## src/rtl/vx_fp_round_pipe_pkg.sv

```systemverilog
// Shared FPU encodings for the rounding pipe: rounding-mode values,
// fflags bit positions and the rounding-mode legality helper.
package vx_fp_round_pipe_pkg;

    localparam logic [2:0] INST_FRM_RNE = 3'b000;
    localparam logic [2:0] INST_FRM_RTZ = 3'b001;
    localparam logic [2:0] INST_FRM_RDN = 3'b010;
    localparam logic [2:0] INST_FRM_RUP = 3'b011;
    localparam logic [2:0] INST_FRM_RMM = 3'b100;
    localparam logic [2:0] INST_FRM_DYN = 3'b111;

    localparam int FFLAG_NX   = 0;
    localparam int FFLAG_UF   = 1;
    localparam int FFLAG_OF   = 2;
    localparam int FFLAG_DZ   = 3;
    localparam int FFLAG_NV   = 4;
    localparam int FFLAG_BITS = 5;

    // RNE..RMM are the only encodings a resolved mode may take.
    function automatic logic is_valid_frm(input logic [2:0] frm);
        return (frm <= INST_FRM_RMM);
    endfunction

endpackage

```

## src/rtl/vx_fp_round_lane.sv

```systemverilog
// Combinational per-lane rounding. The decide half picks round_up from the
// resolved mode; the apply half adds it and derives sign, exact-zero and
// per-lane flags. The two halves may be fed from different pipeline stages.
module vx_fp_round_lane
    import vx_fp_round_pipe_pkg::*;
#(
    parameter int EXP_BITS = 8,
    parameter int MAN_BITS = 23
) (
    input  logic [2:0]                   i_dec_mode,
    input  logic                         i_dec_mode_ok,
    input  logic                         i_dec_sign,
    input  logic [1:0]                   i_dec_rs,
    input  logic                         i_dec_lsb,
    output logic                         o_round_up,
    input  logic [2:0]                   i_mode,
    input  logic [EXP_BITS+MAN_BITS-1:0] i_abs,
    input  logic                         i_round_up,
    input  logic                         i_sign,
    input  logic [1:0]                   i_rs,
    input  logic                         i_eff_sub,
    output logic [EXP_BITS+MAN_BITS:0]   o_result,
    output logic                         o_exact_zero,
    output logic                         o_of,
    output logic                         o_uf,
    output logic                         o_nx
);

    localparam int ABS_W = EXP_BITS + MAN_BITS;

    logic [ABS_W-1:0]    w_sum;
    logic [EXP_BITS-1:0] w_exp_in;
    logic [EXP_BITS-1:0] w_exp_out;
    logic                w_zero;
    logic                w_sign;
    logic                w_of;
    logic                w_nx;

    // Round-up decision; an illegal mode never rounds.
    always_comb begin
        o_round_up = 1'b0;
        if (i_dec_mode_ok) begin
            case (i_dec_mode)
                INST_FRM_RNE: o_round_up = (i_dec_rs == 2'b11) | ((i_dec_rs == 2'b10) & i_dec_lsb);
                INST_FRM_RTZ: o_round_up = 1'b0;
                INST_FRM_RDN: o_round_up = (|i_dec_rs) & i_dec_sign;
                INST_FRM_RUP: o_round_up = (|i_dec_rs) & ~i_dec_sign;
                INST_FRM_RMM: o_round_up = i_dec_rs[1];
                default:      o_round_up = 1'b0;
            endcase
        end
    end

    // Increment lets a mantissa carry ripple into the exponent field.
    always_comb begin
        w_sum        = i_abs + ABS_W'(i_round_up);
        w_exp_in     = i_abs[ABS_W-1 -: EXP_BITS];
        w_exp_out    = w_sum[ABS_W-1 -: EXP_BITS];
        w_of         = (&w_exp_out) & ~(&w_exp_in);
        w_nx         = (|i_rs) | w_of;
        w_zero       = (i_abs == '0) && (i_rs == 2'b00);
        w_sign       = (w_zero && i_eff_sub) ? (i_mode == INST_FRM_RDN) : i_sign;
        o_result     = {w_sign, w_sum};
        o_exact_zero = w_zero;
        o_of         = w_of;
        o_nx         = w_nx;
        o_uf         = (w_exp_out == '0) && w_nx;
    end

endmodule

```

## src/rtl/vx_fp_round_pipe.sv

```systemverilog
// Multi-lane pipelined rounding stage. Resolves DYN against frm, rounds
// every lane, reduces fflags over active lanes, and moves requests with a
// single global stall enable.
module vx_fp_round_pipe
    import vx_fp_round_pipe_pkg::*;
#(
    parameter int NUM_LANES = 4,
    parameter int EXP_BITS  = 8,
    parameter int MAN_BITS  = 23,
    parameter int LATENCY   = 2,
    parameter int TAG_WIDTH = 8
) (
    input  logic                                    clk,
    input  logic                                    reset,
    input  logic                                    valid_in,
    output logic                                    ready_in,
    input  logic [TAG_WIDTH-1:0]                    tag_in,
    input  logic [NUM_LANES-1:0]                    lane_mask_in,
    input  logic [2:0]                              rnd_mode_in,
    input  logic [2:0]                              frm_in,
    input  logic [NUM_LANES*(EXP_BITS+MAN_BITS)-1:0] abs_value_in,
    input  logic [NUM_LANES-1:0]                    sign_in,
    input  logic [NUM_LANES*2-1:0]                  round_sticky_in,
    input  logic [NUM_LANES-1:0]                    eff_sub_in,
    output logic                                    valid_out,
    input  logic                                    ready_out,
    output logic [TAG_WIDTH-1:0]                    tag_out,
    output logic [NUM_LANES-1:0]                    lane_mask_out,
    output logic [NUM_LANES*(EXP_BITS+MAN_BITS+1)-1:0] result_out,
    output logic [NUM_LANES-1:0]                    exact_zero_out,
    output logic [FFLAG_BITS-1:0]                   fflags_out
);

    localparam int DATA_WIDTH = EXP_BITS + MAN_BITS + 1;
    localparam int ABS_W      = DATA_WIDTH - 1;

    logic                            w_en;
    logic [2:0]                      w_eff;
    logic                            w_mode_ok;
    logic [NUM_LANES-1:0]            w_round_up;

    logic                            w_s1_valid;
    logic [TAG_WIDTH-1:0]            w_s1_tag;
    logic [NUM_LANES-1:0]            w_s1_mask;
    logic [2:0]                      w_s1_eff;
    logic                            w_s1_mode_ok;
    logic [NUM_LANES*ABS_W-1:0]      w_s1_abs;
    logic [NUM_LANES-1:0]            w_s1_sign;
    logic [NUM_LANES*2-1:0]          w_s1_rs;
    logic [NUM_LANES-1:0]            w_s1_eff_sub;
    logic [NUM_LANES-1:0]            w_s1_round_up;

    logic [NUM_LANES*DATA_WIDTH-1:0] w_lane_res;
    logic [NUM_LANES-1:0]            w_lane_zero;
    logic [NUM_LANES-1:0]            w_lane_of;
    logic [NUM_LANES-1:0]            w_lane_uf;
    logic [NUM_LANES-1:0]            w_lane_nx;

    logic [NUM_LANES*DATA_WIDTH-1:0] w_res;
    logic [NUM_LANES-1:0]            w_zero;
    logic [FFLAG_BITS-1:0]           w_fflags;

    assign w_en      = ~(valid_out & ~ready_out);
    assign ready_in  = w_en;
    assign w_eff     = (rnd_mode_in == INST_FRM_DYN) ? frm_in : rnd_mode_in;
    assign w_mode_ok = is_valid_frm(w_eff);

    generate
        if (LATENCY == 2) begin : g_stage1
            logic                       r_valid;
            logic [TAG_WIDTH-1:0]       r_tag;
            logic [NUM_LANES-1:0]       r_mask;
            logic [2:0]                 r_eff;
            logic                       r_mode_ok;
            logic [NUM_LANES*ABS_W-1:0] r_abs;
            logic [NUM_LANES-1:0]       r_sign;
            logic [NUM_LANES*2-1:0]     r_rs;
            logic [NUM_LANES-1:0]       r_eff_sub;
            logic [NUM_LANES-1:0]       r_round_up;

            // First stage captures the resolved mode, round decisions and raw operands.
            always_ff @(posedge clk or negedge reset) begin
                if (!reset) begin
                    r_valid    <= 1'b0;
                    r_tag      <= '0;
                    r_mask     <= '0;
                    r_eff      <= '0;
                    r_mode_ok  <= 1'b0;
                    r_abs      <= '0;
                    r_sign     <= '0;
                    r_rs       <= '0;
                    r_eff_sub  <= '0;
                    r_round_up <= '0;
                end else if (w_en) begin
                    r_valid    <= valid_in;
                    r_tag      <= tag_in;
                    r_mask     <= lane_mask_in;
                    r_eff      <= w_eff;
                    r_mode_ok  <= w_mode_ok;
                    r_abs      <= abs_value_in;
                    r_sign     <= sign_in;
                    r_rs       <= round_sticky_in;
                    r_eff_sub  <= eff_sub_in;
                    r_round_up <= w_round_up;
                end
            end

            assign w_s1_valid    = r_valid;
            assign w_s1_tag      = r_tag;
            assign w_s1_mask     = r_mask;
            assign w_s1_eff      = r_eff;
            assign w_s1_mode_ok  = r_mode_ok;
            assign w_s1_abs      = r_abs;
            assign w_s1_sign     = r_sign;
            assign w_s1_rs       = r_rs;
            assign w_s1_eff_sub  = r_eff_sub;
            assign w_s1_round_up = r_round_up;
        end else if (LATENCY == 1) begin : g_bypass
            assign w_s1_valid    = valid_in;
            assign w_s1_tag      = tag_in;
            assign w_s1_mask     = lane_mask_in;
            assign w_s1_eff      = w_eff;
            assign w_s1_mode_ok  = w_mode_ok;
            assign w_s1_abs      = abs_value_in;
            assign w_s1_sign     = sign_in;
            assign w_s1_rs       = round_sticky_in;
            assign w_s1_eff_sub  = eff_sub_in;
            assign w_s1_round_up = w_round_up;
        end else begin : g_bad_latency
            $error("vx_fp_round_pipe: LATENCY must be 1 or 2");
        end
    endgenerate

    generate
        for (genvar gl = 0; gl < NUM_LANES; gl++) begin : g_lane
            vx_fp_round_lane #(
                .EXP_BITS (EXP_BITS),
                .MAN_BITS (MAN_BITS)
            ) u_lane (
                .i_dec_mode    (w_eff),
                .i_dec_mode_ok (w_mode_ok),
                .i_dec_sign    (sign_in[gl]),
                .i_dec_rs      (round_sticky_in[gl*2 +: 2]),
                .i_dec_lsb     (abs_value_in[gl*ABS_W]),
                .o_round_up    (w_round_up[gl]),
                .i_mode        (w_s1_eff),
                .i_abs         (w_s1_abs[gl*ABS_W +: ABS_W]),
                .i_round_up    (w_s1_round_up[gl]),
                .i_sign        (w_s1_sign[gl]),
                .i_rs          (w_s1_rs[gl*2 +: 2]),
                .i_eff_sub     (w_s1_eff_sub[gl]),
                .o_result      (w_lane_res[gl*DATA_WIDTH +: DATA_WIDTH]),
                .o_exact_zero  (w_lane_zero[gl]),
                .o_of          (w_lane_of[gl]),
                .o_uf          (w_lane_uf[gl]),
                .o_nx          (w_lane_nx[gl])
            );
        end
    endgenerate

    // Masked lanes contribute nothing; NV marks an illegal resolved mode.
    always_comb begin
        w_res    = '0;
        w_zero   = '0;
        w_fflags = '0;
        for (int l = 0; l < NUM_LANES; l++) begin
            if (w_s1_mask[l]) begin
                w_res[l*DATA_WIDTH +: DATA_WIDTH] = w_lane_res[l*DATA_WIDTH +: DATA_WIDTH];
                w_zero[l]          = w_lane_zero[l];
                w_fflags[FFLAG_OF] = w_fflags[FFLAG_OF] | w_lane_of[l];
                w_fflags[FFLAG_UF] = w_fflags[FFLAG_UF] | w_lane_uf[l];
                w_fflags[FFLAG_NX] = w_fflags[FFLAG_NX] | w_lane_nx[l];
            end
        end
        w_fflags[FFLAG_DZ] = 1'b0;
        w_fflags[FFLAG_NV] = ~w_s1_mode_ok;
    end

    // Output register; holds everything while downstream stalls.
    always_ff @(posedge clk or negedge reset) begin
        if (!reset) begin
            valid_out      <= 1'b0;
            tag_out        <= '0;
            lane_mask_out  <= '0;
            result_out     <= '0;
            exact_zero_out <= '0;
            fflags_out     <= '0;
        end else if (w_en) begin
            valid_out      <= w_s1_valid;
            tag_out        <= w_s1_tag;
            lane_mask_out  <= w_s1_mask;
            result_out     <= w_res;
            exact_zero_out <= w_zero;
            fflags_out     <= w_fflags;
        end
    end

endmodule

```

## config.mk

```make
export PLATFORM = sky130hd
export DESIGN_NAME = vx_fp_round_pipe
export DESIGN_NICKNAME = d
export VERILOG_FILES = /design/src/rtl/vx_fp_round_pipe_pkg.sv /design/src/rtl/vx_fp_round_lane.sv /design/src/rtl/vx_fp_round_pipe.sv
export SDC_FILE = /design/constraint.sdc
export NUM_CORES = 1
export LEC_CHECK = 0
export ABC_AREA = 1
export CORE_MARGIN = 4
export CORE_UTILIZATION = 50
export DETAILED_ROUTE_END_ITERATION = 12
export GPL_TIMING_DRIVEN = 0
export MAX_ROUTING_LAYER = met4
export PLACE_DENSITY = 0.78
export SLEW_MARGIN = 20
export SYNTH_ARGS = -nofsm -noshare
export SYNTH_HDL_FRONTEND = slang
export SYNTH_SLANG_ARGS = --single-unit
```

## constraint.sdc

```tcl
create_clock -name clk -period 2.33 [get_ports clk]
set_input_delay 0.3495 -clock clk [delete_from_list [all_inputs] [get_ports clk]]
set_output_delay 0.3495 -clock clk [all_outputs]
set_load 0.02 [all_outputs]
```

==> results of run 1 <==
==> state kept, by name, indices dropped and copies added, names as in the netlist, 8 cells and up <==
signal and count:
g_stage1.r_tag 8, result_out 128, g_stage1.r_abs 124, tag_out 8
g_stage1.r_rs 8
==> worst paths after layout <==
path,slack (ns),endpoint,startpoint
setup / recovery,0.09,ready_in,valid_out
min in group clk,0.37,g_stage1.r_abs[111],abs_value_in[111]
setup reg to reg,0.10,result_out[44],valid_out
hold / removal,0.35,g_stage1.r_abs[16],reset
max in group asynchronous,0.87,g_stage1.r_abs[79],reset
hold reg to reg,0.47,valid_out,g_stage1.r_valid
==> cells in the mapped netlist, types with 3 or more instances <==
master / n
o221ai_1: 3
nand3_1: 70
clkbuf_1: 64
o21ai_0: 236
nand4_1: 23
nor2_2: 25
o31ai_1: 6
nor3_1: 16
nor4_1: 20
a21oi_1: 20
a22o_1: 14
nor3_2: 3
a32o_1: 27
inv_1: 185
nor2_1: 212
o21bai_1: 3
dfrtp_1: 310
nand2_1: 744
nand2_2: 12
xor2_1: 12
ha_1: 8
nand3b_1: 4
a31oi_1: 3
o211ai_1: 11
nor2_4: 3
==> metrics by stage <==
step	instance area (um2)	power [uW]	hold slack (ns)	setup WS, ns	instances
final	20800	16100	0.352	0.0942	2854
after global routing	20800	16800	0.375	-0.0300	2853
after CTS	20400	16000	0.358	0.000710	2830
after detailed placement	19200	10800	0.297	-1.72	2762
after global placement	19100	10700	0.440	-12.44	2758
after floorplan	15500	8720	0.0539	0.363	2051
==> cell type report <==
cell class | count | share of cell area
Clock inverter | 5 | 0.00144
Timing Repair Buffer | 339 | 0.164
Sequential cell | 310 | 0.373
Tap cell | 396 | 0.0238
Buffer | 66 | 0.0138
Multi-Input combinational cell | 1488 | 0.341
Clock buffer | 53 | 0.0488
Antenna cell | 10 | 0.00120
Inverter | 187 | 0.0338
==> layer usage <==
layer / global-route usage / share of wire / vias to the layer above
met5: - / 0 / -
met4: 0.112 / 0.035 / 0
met3: 0.0522 / 0.080 / 110
met2: 0.506 / 0.46 / 681
met1: 0.431 / 0.42 / 7528
li1: - / - / 7386
==> timing repair <==
item                       in CTS  in global routing
hold buffers                    1                  0
pin swaps                       5                 21
gates resized for setup        32                 67
setup buffers                   9                 14
hold endpoints to repair       54                  0
setup endpoints to repair     284                 35
==> power by group through the flow <==
stage / sequential [uW] / combinational, uW / clock (uW)
CTS: 6820 / 3970 / 5230
global placement: 6890 / 3830 / 0
finish: 6860 / 4040 / 5210
global route: 6950 / 4390 / 5460
detailed placement: 6890 / 3910 / 0
floorplan: 7210 / 1500 / 0
==> logic make-up after synthesis <==
| logic type | count (synthesis) | synth area share |
|---|---|---|
| AND/OR/NAND/NOR | 1140 | 0.302 |
| AO/OA/AOI/OAI | 327 | 0.122 |
| flip-flops | 310 | 0.500 |
| buffers and inverters | 253 | 0.0615 |
| XOR/XNOR | 12 | 0.00678 |
| adder cells (fa/ha/maj) | 8 | 0.00646 |
| other | 1 | 0.000242 |
==> flow_metrics.py, run 1 <==
metrics = {
    "timing": {
        "hold_viol_final": 0,
        "setup_tns_ns": 0,
        "relSlewSlack": 0.359,
        "fmax_ghz": 0.447,
        "slew_violations": 0,
        "skew_ns": 0.0113,
        "rsz0062_at_grt": "true",
        "worst_pin_slew_ns": 0.962,
        "setup_viol": 0,
        "period_share": 0.960,
        "min_period_ns": 2.24,
    },
    "synthesis": {
        "synth.distinct_cells": 36,
        "yosys-top-cells-area": "dfrtp_1, nand2_1, o21ai_0",
        "netlist_area_mm2": 0.0155,
        "syn_nets": 2221,
        "synth_ff_type": "dfrtp_1",
        "synth_area_per_cell_um2": 7.56,
        "yosysWarnings": 0,
        "synth_seq_area_share": 0.500,
        "netlist.area_leader.share": 0.500,
        "synth-edff-count": 0,
        "ys_ff_latch": 310,
        "netlist_instances": 2051,
        "synth_area_leader_cell": "dfrtp_1",
        "synth-async-reset-ratio": 1.00,
    },
    "placed_design": {
        "gp_congestion": 0.940,
        "hpwl_um": 40900,
        "port_buffers": 311,
    },
    "floorplanning": {
        "ios": 313,
        "die-area_mm2": 0.0339,
        "die_width_um": 184,
        "start_util": 0.507,
        "rows": 64,
        "core_mm2": 0.0306,
        "die_y_um": 184,
    },
    "cells_and_area": {
        "register_area_mm2": 0.00776,
        "multi_input_area_mm2": 0.00710,
        "syn2layout_area_growth_pct": 34.3,
        "layout_commonest_cell": "nand2_1",
        "final_cell_mix": "nand2_1, dfrtp_1, clkdlybuf4s50_1",
        "fin_util": 0.681,
        "drive_gt1_frac": 0.0739,
        "fillers": 2588,
        "nets": 2598,
    },
    "grt": {
        "antenna_found_initial": 9,
        "grt_pass1_wl_um": 83500,
        "grt_pass1_vias": 15400,
        "gr-total-overflow": 0,
        "grt.total_usage": 0.323,
        "grt_max_degree": 75,
    },
    "detailed_routing": {
        "wirelength_um": 54700,
        "drt-wirelength-per-cell_um": 19.1,
        "drt_iter0_drc": 1497,
        "vias": 15700,
        "drc": 0,
        "viasPerCell": 5.50,
        "firstDrtPassIters": 5,
        "ant_nets": 0,
    },
    "power": {
        "intPower_uw": 10800,
        "swShare": 0.332,
        "p_leak_uw": 0.00935,
        "powerDensity_mw_per_mm2": 774,
        "p_switching_uw": 5350,
        "seqPwrFrac": 0.426,
        "share_comb_of_total_power": 0.251,
        "vdd_drop_max_mv": 0.479,
        "clkPwrFrac": 0.323,
    },
    "critical_path": {
        "crit_chain": "inv_1 -> nor2_4 -> inv_1 -> clkbuf_8 -> buf_8 -> clkbuf_8 -> buf_2",
        "path_delay_family": "buffers and inverters",
        "slowest_delay_ns": 0.35,
        "path_max_fanout": 10,
        "critPathKind": "flop to primary output",
        "crit_cells": 7,
        "critPathBufInv": 6,
        "arrival_ns": 1.89,
        "endpoint_kind": "primary output",
        "slowest_stage": "dfrtp_1",
        "reg2reg_depth": 6,
        "startpoint_type": "flop",
        "cp.required_ns": 1.98,
    },
    "clock_network": {
        "cts_tree": "done",
        "clk_latency_ns": 0.51,
        "clk_pin_slew_ns": 0.06,
        "root_buffer": "clkbuf_16",
        "numCtsBuffers": 36,
        "htreeDepth": 2,
        "clk_path_buf_depth": 3,
        "clkSinkCount": 310,
    },
    "status": {
        "status": "finished clean",
    },
    "job": {
        "max_cap_violations": 0,
    },
    "hold_path": {
        "hp-class": "primary input to asynchronous set/reset pin",
    },
}
Note: power is estimated with default switching activity, not from simulation.
==> inputs of run 2 (changes only) <==
--- a/config.mk
+++ b/config.mk
@@ -11,8 +11,10 @@
 export DETAILED_ROUTE_END_ITERATION = 12
 export GPL_TIMING_DRIVEN = 0
 export MAX_ROUTING_LAYER = met4
-export PLACE_DENSITY = 0.78
+export PLACE_DENSITY = 0.77
 export SLEW_MARGIN = 20
 export SYNTH_ARGS = -nofsm -noshare
 export SYNTH_HDL_FRONTEND = slang
+export SYNTH_HIERARCHICAL = 1
 export SYNTH_SLANG_ARGS = --single-unit
+export TNS_END_PERCENT = 50
==> run 2 against run 1 <==
  * Sequential share of layout area decreased by 2.1 points
  * Flip-flop and latch count is the same
  * Clock power increased by 3%
==> flow_metrics.py, run 2 <==
metrics = {
    "placed_design": {
        "port_buffers": 311,
        "gp_congestion": 0.936,
        "placed_cells": 3017,
        "dp_slack_ns": -0.280,
        "hpwl_um": 41200,
    },
    "grt": {
        "grt_pass1_vias": 15600,
        "grt_pass1_wl_um": 83200,
        "gr-total-overflow": 0,
        "grt_max_degree": 101,
        "antenna_found_initial": 9,
        "grt.total_usage": 0.297,
    },
    "synthesis": {
        "synth_area_per_cell_um2": 7.37,
        "ys_ff_latch": 310,
        "synth_ff_type": "dfrtp_1",
        "synth-edff-count": 0,
        "synth_commonest_cells": "nand2_1, dfrtp_1, nor2_1",
        "netlist_instances": 2261,
        "synth.distinct_cells": 29,
        "synth_area_leader_cell": "dfrtp_1",
        "synth_seq_area_share": 0.466,
        "syn_nets": 2431,
        "netlist_area_mm2": 0.0167,
        "synth-async-reset-ratio": 1.00,
        "netlist.area_leader.share": 0.466,
        "yosysMostFrequentCell": "nand2_1",
        "yosys-top-cells-area": "dfrtp_1, nand2_1, o21ai_0",
        "yosysWarnings": 6,
    },
    "cells_and_area": {
        "syn2layout_area_growth_pct": 32.6,
        "reg_top3": "result_out (128), g_stage1.r_abs (124)",
        "drive_gt1_frac": 0.126,
        "layout_commonest_cell": "nand2_1",
        "largest_reg_flops": 128,
        "regMostFlops": "result_out",
        "nets": 2820,
        "stdcell_count": 3124,
        "fin_util": 0.675,
        "final_cell_mix": "nand2_1, clkdlybuf4s50_1, dfrtp_1",
    },
    "floorplanning": {
        "start_util": 0.509,
        "die-area_mm2": 0.0363,
        "die_y_um": 191,
        "core_mm2": 0.0327,
        "ios": 313,
        "rows": 66,
        "die_width_um": 191,
    },
    "status": {
        "status": "finished clean",
    },
    "detailed_routing": {
        "drc": 0,
        "vias": 16300,
        "viasPerCell": 5.20,
        "wirelength_um": 54300,
        "drt-wirelength-per-cell_um": 17.4,
        "firstDrtPassIters": 5,
        "drt_iter0_drc": 1025,
        "ant_nets": 0,
    },
    "timing": {
        "setup_tns_ns": 0,
        "worst_pin_slew_ns": 0.563,
        "period_share": 0.952,
        "setup_viol": 0,
        "fmax_ghz": 0.451,
        "hold_viol_final": 0,
        "rsz0062_at_grt": "true",
        "relSlewSlack": 0.625,
        "fin_ws_ns": 0.112,
        "skew_ns": 0.0229,
        "slew_violations": 0,
        "min_period_ns": 2.22,
    },
    "clock_network": {
        "root_buffer": "clkbuf_16",
        "clk_latency_ns": 0.53,
        "clk_path_buf_depth": 3,
        "clk_pin_slew_ns": 0.06,
        "numCtsBuffers": 35,
        "clkSinkCount": 310,
        "cts_tree": "done",
        "htreeDepth": 2,
    },
    "power": {
        "powerDensity_mw_per_mm2": 748,
        "clkPwrFrac": 0.326,
        "p_total_uw": 16500,
        "intPower_uw": 11100,
        "vdd_drop_max_mv": 0.644,
        "p_leak_uw": 0.0104,
        "share_comb_of_total_power": 0.257,
        "swShare": 0.330,
        "p_switching_uw": 5450,
        "seqPwrFrac": 0.417,
    },
    "job": {
        "max_cap_violations": 0,
    },
    "hold_path": {
        "hp-class": "primary input to asynchronous set/reset pin",
    },
    "critical_path": {
        "path_delay_family": "simple AND/OR/NAND/NOR gates",
        "critPathKind": "flop to flop",
        "startpoint_type": "flop",
        "slowest_delay_ns": 0.37,
        "crit_chain": "ha_2 -> ha_4 -> nand3_2 -> inv_2 -> nand2_4 -> nor2_4 -> nand3_2 -> nand2_2 -> nand3_1 -> nor2_1 -> nand2_1 -> a21oi_2 -> nand2_1 -> nand4_1 -> nand2_1 -> nand2_1",
        "arrival_ns": 2.69,
        "slowest_stage": "dfrtp_1",
        "path_max_fanout": 4,
        "endpoint_kind": "flop",
        "cp.required_ns": 2.80,
        "critPathBufInv": 1,
        "crit_path_frequent_cell": "nand2_1",
    },
}
-- run 2: cell types whose count changed in the layout (fill, tap and decap cells not counted), moves of 23 or more --
cell,delta
buf_2,+51
o21ai_0,-76
nand2_1,+333
xor2_1,+66
buf_4,+27
nor2_1,-23
inv_1,-89
clkbuf_1,-42
a32o_1,-27
-- run 2: repair_timing --
item | in CTS | in global routing
hold buffers | 1 | 0
buffers inserted | 0 | 38
setup endpoints to repair | 3 | 6
cloned | 0 | 0
gates resized for setup | 3 | 57
hold endpoints to repair | 59 | 0
pin swaps | 1 | 46
-- run 2: metal layers --
layer / track usage / vias up / wire [um] / share of wire
met5: - / - / 0 / 0
met4: 0.0959 / 0 / 1560 / 0.029
li1: - / 7814 / - / -
met1: 0.395 / 7789 / 23600 / 0.43
met3: 0.0487 / 84 / 3650 / 0.067
met2: 0.472 / 569 / 25500 / 0.47
-- run 2: cell type report --
| class | instances | area (um2) |
|---|---|---|
| Timing Repair Buffer | 353 | 3490 |
| Inverter | 108 | 414 |
| Clock buffer | 50 | 1030 |
| Buffer | 88 | 459 |
| Clock inverter | 10 | 75.1 |
| Sequential cell | 310 | 7770 |
| Tap cell | 442 | 553 |
| Antenna cell | 9 | 22.5 |
| Fill cell | 2852 | 10600 |
| Multi-Input combinational cell | 1754 | 8260 |
-- run 2: stage by stage --
step,hold slack [ns],cell area (um2)
after floorplan,0.0539,16700
after global placement,0.434,20300
after detailed placement,0.312,20400
after CTS,0.354,21500
after global routing,0.360,22100
final,0.356,22100
-- run 2: logic make-up (layout without fill, tap and decap cells) --
logic type	after synthesis	count (layout)	synth area share
buffers and inverters	197	609	0.0521
and+or+nand+nor	1489	1489	0.378
other	1	10	0.000225
xor gates and xnor gates	84	84	0.0442
AOI/OAI and AO/OA	172	172	0.0538
DFF	310	310	0.466
adders and majority gates	8	8	0.00601
-- run 2: worst paths after layout --
| path | from | to | slack [ns] | cells after the start |
|---|---|---|---|---|
| min reg2reg | g_stage1.r_valid | valid_out | 0.45 | 2 |
| max in group asynchronous | reset | g_stage1.r_abs[101] | 0.66 | 4 |
| max reg2reg | g_stage1.r_abs[93] | fflags_out[1] | 0.11 | 16 |
| min in group clk | abs_value_in[15] | g_stage1.r_abs[15] | 0.37 | 3 |
| min | reset | result_out[14] | 0.36 | 2 |
| max | g_stage1.r_abs[93] | fflags_out[1] | 0.11 | 16 |
-- run 2: power by group through the flow --
stage	clock network [uW]	logic [uW]	registers, uW
floorplan	0	1790	7240
global placement	0	4040	6930
detailed placement	0	4140	6930
CTS	5430	4170	6850
global route	5670	4640	7000
finish	5380	4250	6900
==> inputs of run 3 (changes only) <==
--- a/config.mk
+++ b/config.mk
@@ -6,6 +6,7 @@
 export NUM_CORES = 1
 export LEC_CHECK = 0
 export ABC_AREA = 1
+export CORE_ASPECT_RATIO = 2
 export CORE_MARGIN = 4
 export CORE_UTILIZATION = 50
 export DETAILED_ROUTE_END_ITERATION = 12
==> run 3 against run 2 <==
  * Fmax fell by 2.5%
  * Die area rose by 0.49%
  * Flip-flop and latch count did not move
  * First-iteration DRC count fell by 10%
  * Setup slack got worse by 0.057 ns
  * Clock skew fell by 0.013 ns
  * Largest cell class unchanged
  * Sequential power barely moved
==> flow_metrics.py, run 3 (synthesized netlist as in run 2, its figures left out) <==
metrics = {
    "floorplanning": {
        "die-area_mm2": 0.0365,
        "core_mm2": 0.0329,
        "rows": 94,
        "die_y_um": 266,
        "die_width_um": 137,
        "ios": 313,
        "start_util": 0.506,
    },
    "grt": {
        "use_met3": 0.0372,
        "gr-total-overflow": 0,
        "busiest_layer": "met2",
        "grt_pass1_vias": 16000,
        "grt_use_met1": 0.327,
        "antenna_found_initial": 8,
        "grt_util_met2": 0.587,
        "grt_max_degree": 98,
        "grt_pass1_wl_um": 87200,
        "grt.total_usage": 0.318,
    },
    "timing": {
        "skew_ns": 0.00945,
        "slew_violations": 0,
        "period_share": 0.976,
        "fmax_ghz": 0.440,
        "rsz0062_at_grt": "true",
        "relSlewSlack": 0.546,
        "min_period_ns": 2.27,
        "worst_pin_slew_ns": 0.681,
        "hold_viol_final": 0,
        "setup_viol": 0,
    },
    "clock_network": {
        "root_buffer": "clkbuf_16",
        "cts_tree": "done",
        "clkSinkCount": 310,
        "htreeDepth": 1,
        "clk_path_buf_depth": 3,
        "numCtsBuffers": 29,
        "clk_pin_slew_ns": 0.07,
        "clk_latency_ns": 0.57,
    },
    "detailed_routing": {
        "firstDrtPassIters": 6,
        "drt-wirelength-per-cell_um": 18.5,
        "ant_nets": 0,
        "wirelength_um": 57300,
        "drc": 0,
        "viasPerCell": 5.17,
        "drt_iter0_drc": 918,
        "vias": 16000,
    },
    "cells_and_area": {
        "regMostFlops": "result_out",
        "largest_reg_flops": 128,
        "final_cell_mix": "nand2_1, clkdlybuf4s50_1, dfrtp_1",
        "drive_gt1_frac": 0.125,
        "nets": 2808,
        "layout_commonest_cell": "nand2_1",
        "syn2layout_area_growth_pct": 31.7,
        "fin_area_mm2": 0.0219,
        "reg_top3": "result_out (128), g_stage1.r_abs (124)",
        "fin_util": 0.666,
    },
    "critical_path": {
        "endpoint_kind": "flop",
        "startpoint_type": "flop",
        "arrival_ns": 2.78,
        "critPathKind": "flop to flop",
        "cp.required_ns": 2.83,
        "path_max_fanout": 4,
        "reg2reg_slack_ns": 0.06,
    },
    "hold_path": {
        "hp-class": "primary input to flop",
    },
    "power": {
        "powerDensity_mw_per_mm2": 738,
        "p_leak_uw": 0.0103,
        "vdd_drop_max_mv": 0.637,
    },
    "placed_design": {
        "place_area_mm2": 0.0204,
        "gp_congestion": 0.972,
        "hpwl_um": 45200,
        "port_buffers": 311,
    },
    "job": {
        "max_cap_violations": 0,
    },
    "status": {
        "status": "finished clean",
    },
}
run 3: cell count changes in the layout (fill, tap and decap cells not counted), moves of 5 or more:
cell,before,now
clkbuf_16,37,29
clkbuf_1,28,23
nor2_1,171,166
buf_4,51,45
nor2_2,30,36
clkbuf_8,6,11
run 3: cell type report:
class	count	area [um2]
Sequential cell	310	7770
Buffer	88	459
Timing Repair Buffer	347	3450
Fill cell	2882	11000
Clock buffer	42	885
Clock inverter	11	119
Tap cell	432	541
Antenna cell	8	20.0
Inverter	108	417
Multi-Input combinational cell	1754	8280
run 3: through the flow:
stage | TNS (ns) | std cells | hold slack, ns | setup slack, ns | power, uW
floorplan | 0 | 2261 | 0.0539 | 0.411 | 9020
finish | 0 | 3100 | 0.304 | 0.0557 | 16200
global placement | -3716.21 | 3004 | 0.433 | -12.02 | 11100
detailed placement | -0.502 | 3007 | 0.383 | -0.184 | 11200
global route | -0.225 | 3100 | 0.299 | -0.108 | 17000
CTS | 0 | 3062 | 0.281 | 0.00170 | 16200
run 3: routing by layer:
metal	up-vias	wire, um
met3	160	2660
met4	0	3480
met1	7545	19800
li1	7790	-
met2	528	31400
met5	-	0
run 3: final timing paths:
kind / from / to / depth (start not counted)
max reg2reg: g_stage1.r_abs[31] / fflags_out[1] / 16
min: abs_value_in[14] / g_stage1.r_abs[14] / 3
max in group asynchronous: reset / result_out[79] / 4
min reg2reg: g_stage1.r_valid / valid_out / 2
max: g_stage1.r_abs[31] / fflags_out[1] / 16
min in group asynchronous: reset / result_out[49] / 2
run 3: power breakdown:
| group | total, uW | switching (uW) | internal [uW] | leakage, uW |
|---|---|---|---|---|
| clock | 4990 | 2140 | 2860 | 0.000500 |
| combinational | 4310 | 2560 | 1740 | 0.00594 |
| sequential | 6900 | 760 | 6140 | 0.00388 |
run 3: what timing repair did:
item / in CTS / in global routing
pin swaps: 0 / 43
hold buffers: 1 / 0
endpoints found under the hold margin: 81 / 0
endpoints found under the setup margin: 4 / 5
resized for setup: 4 / 61
buffers inserted: 2 / 30
run 3: critical path, cell delays in order, from the launching register on:
cell	delay [ns]
dfrtp_1	0.38
ha_2	0.24
ha_4	0.16
nand3_4	0.09
inv_4	0.12
nand2_8	0.08
nor2_4	0.14
nand3_1	0.11
nand2_2	0.11
nand3_1	0.08
nor2_1	0.13
nand2_2	0.08
a21oi_2	0.15
nand2_2	0.09
nand4_1	0.09
nand2_1	0.05
nand2_1	0.09
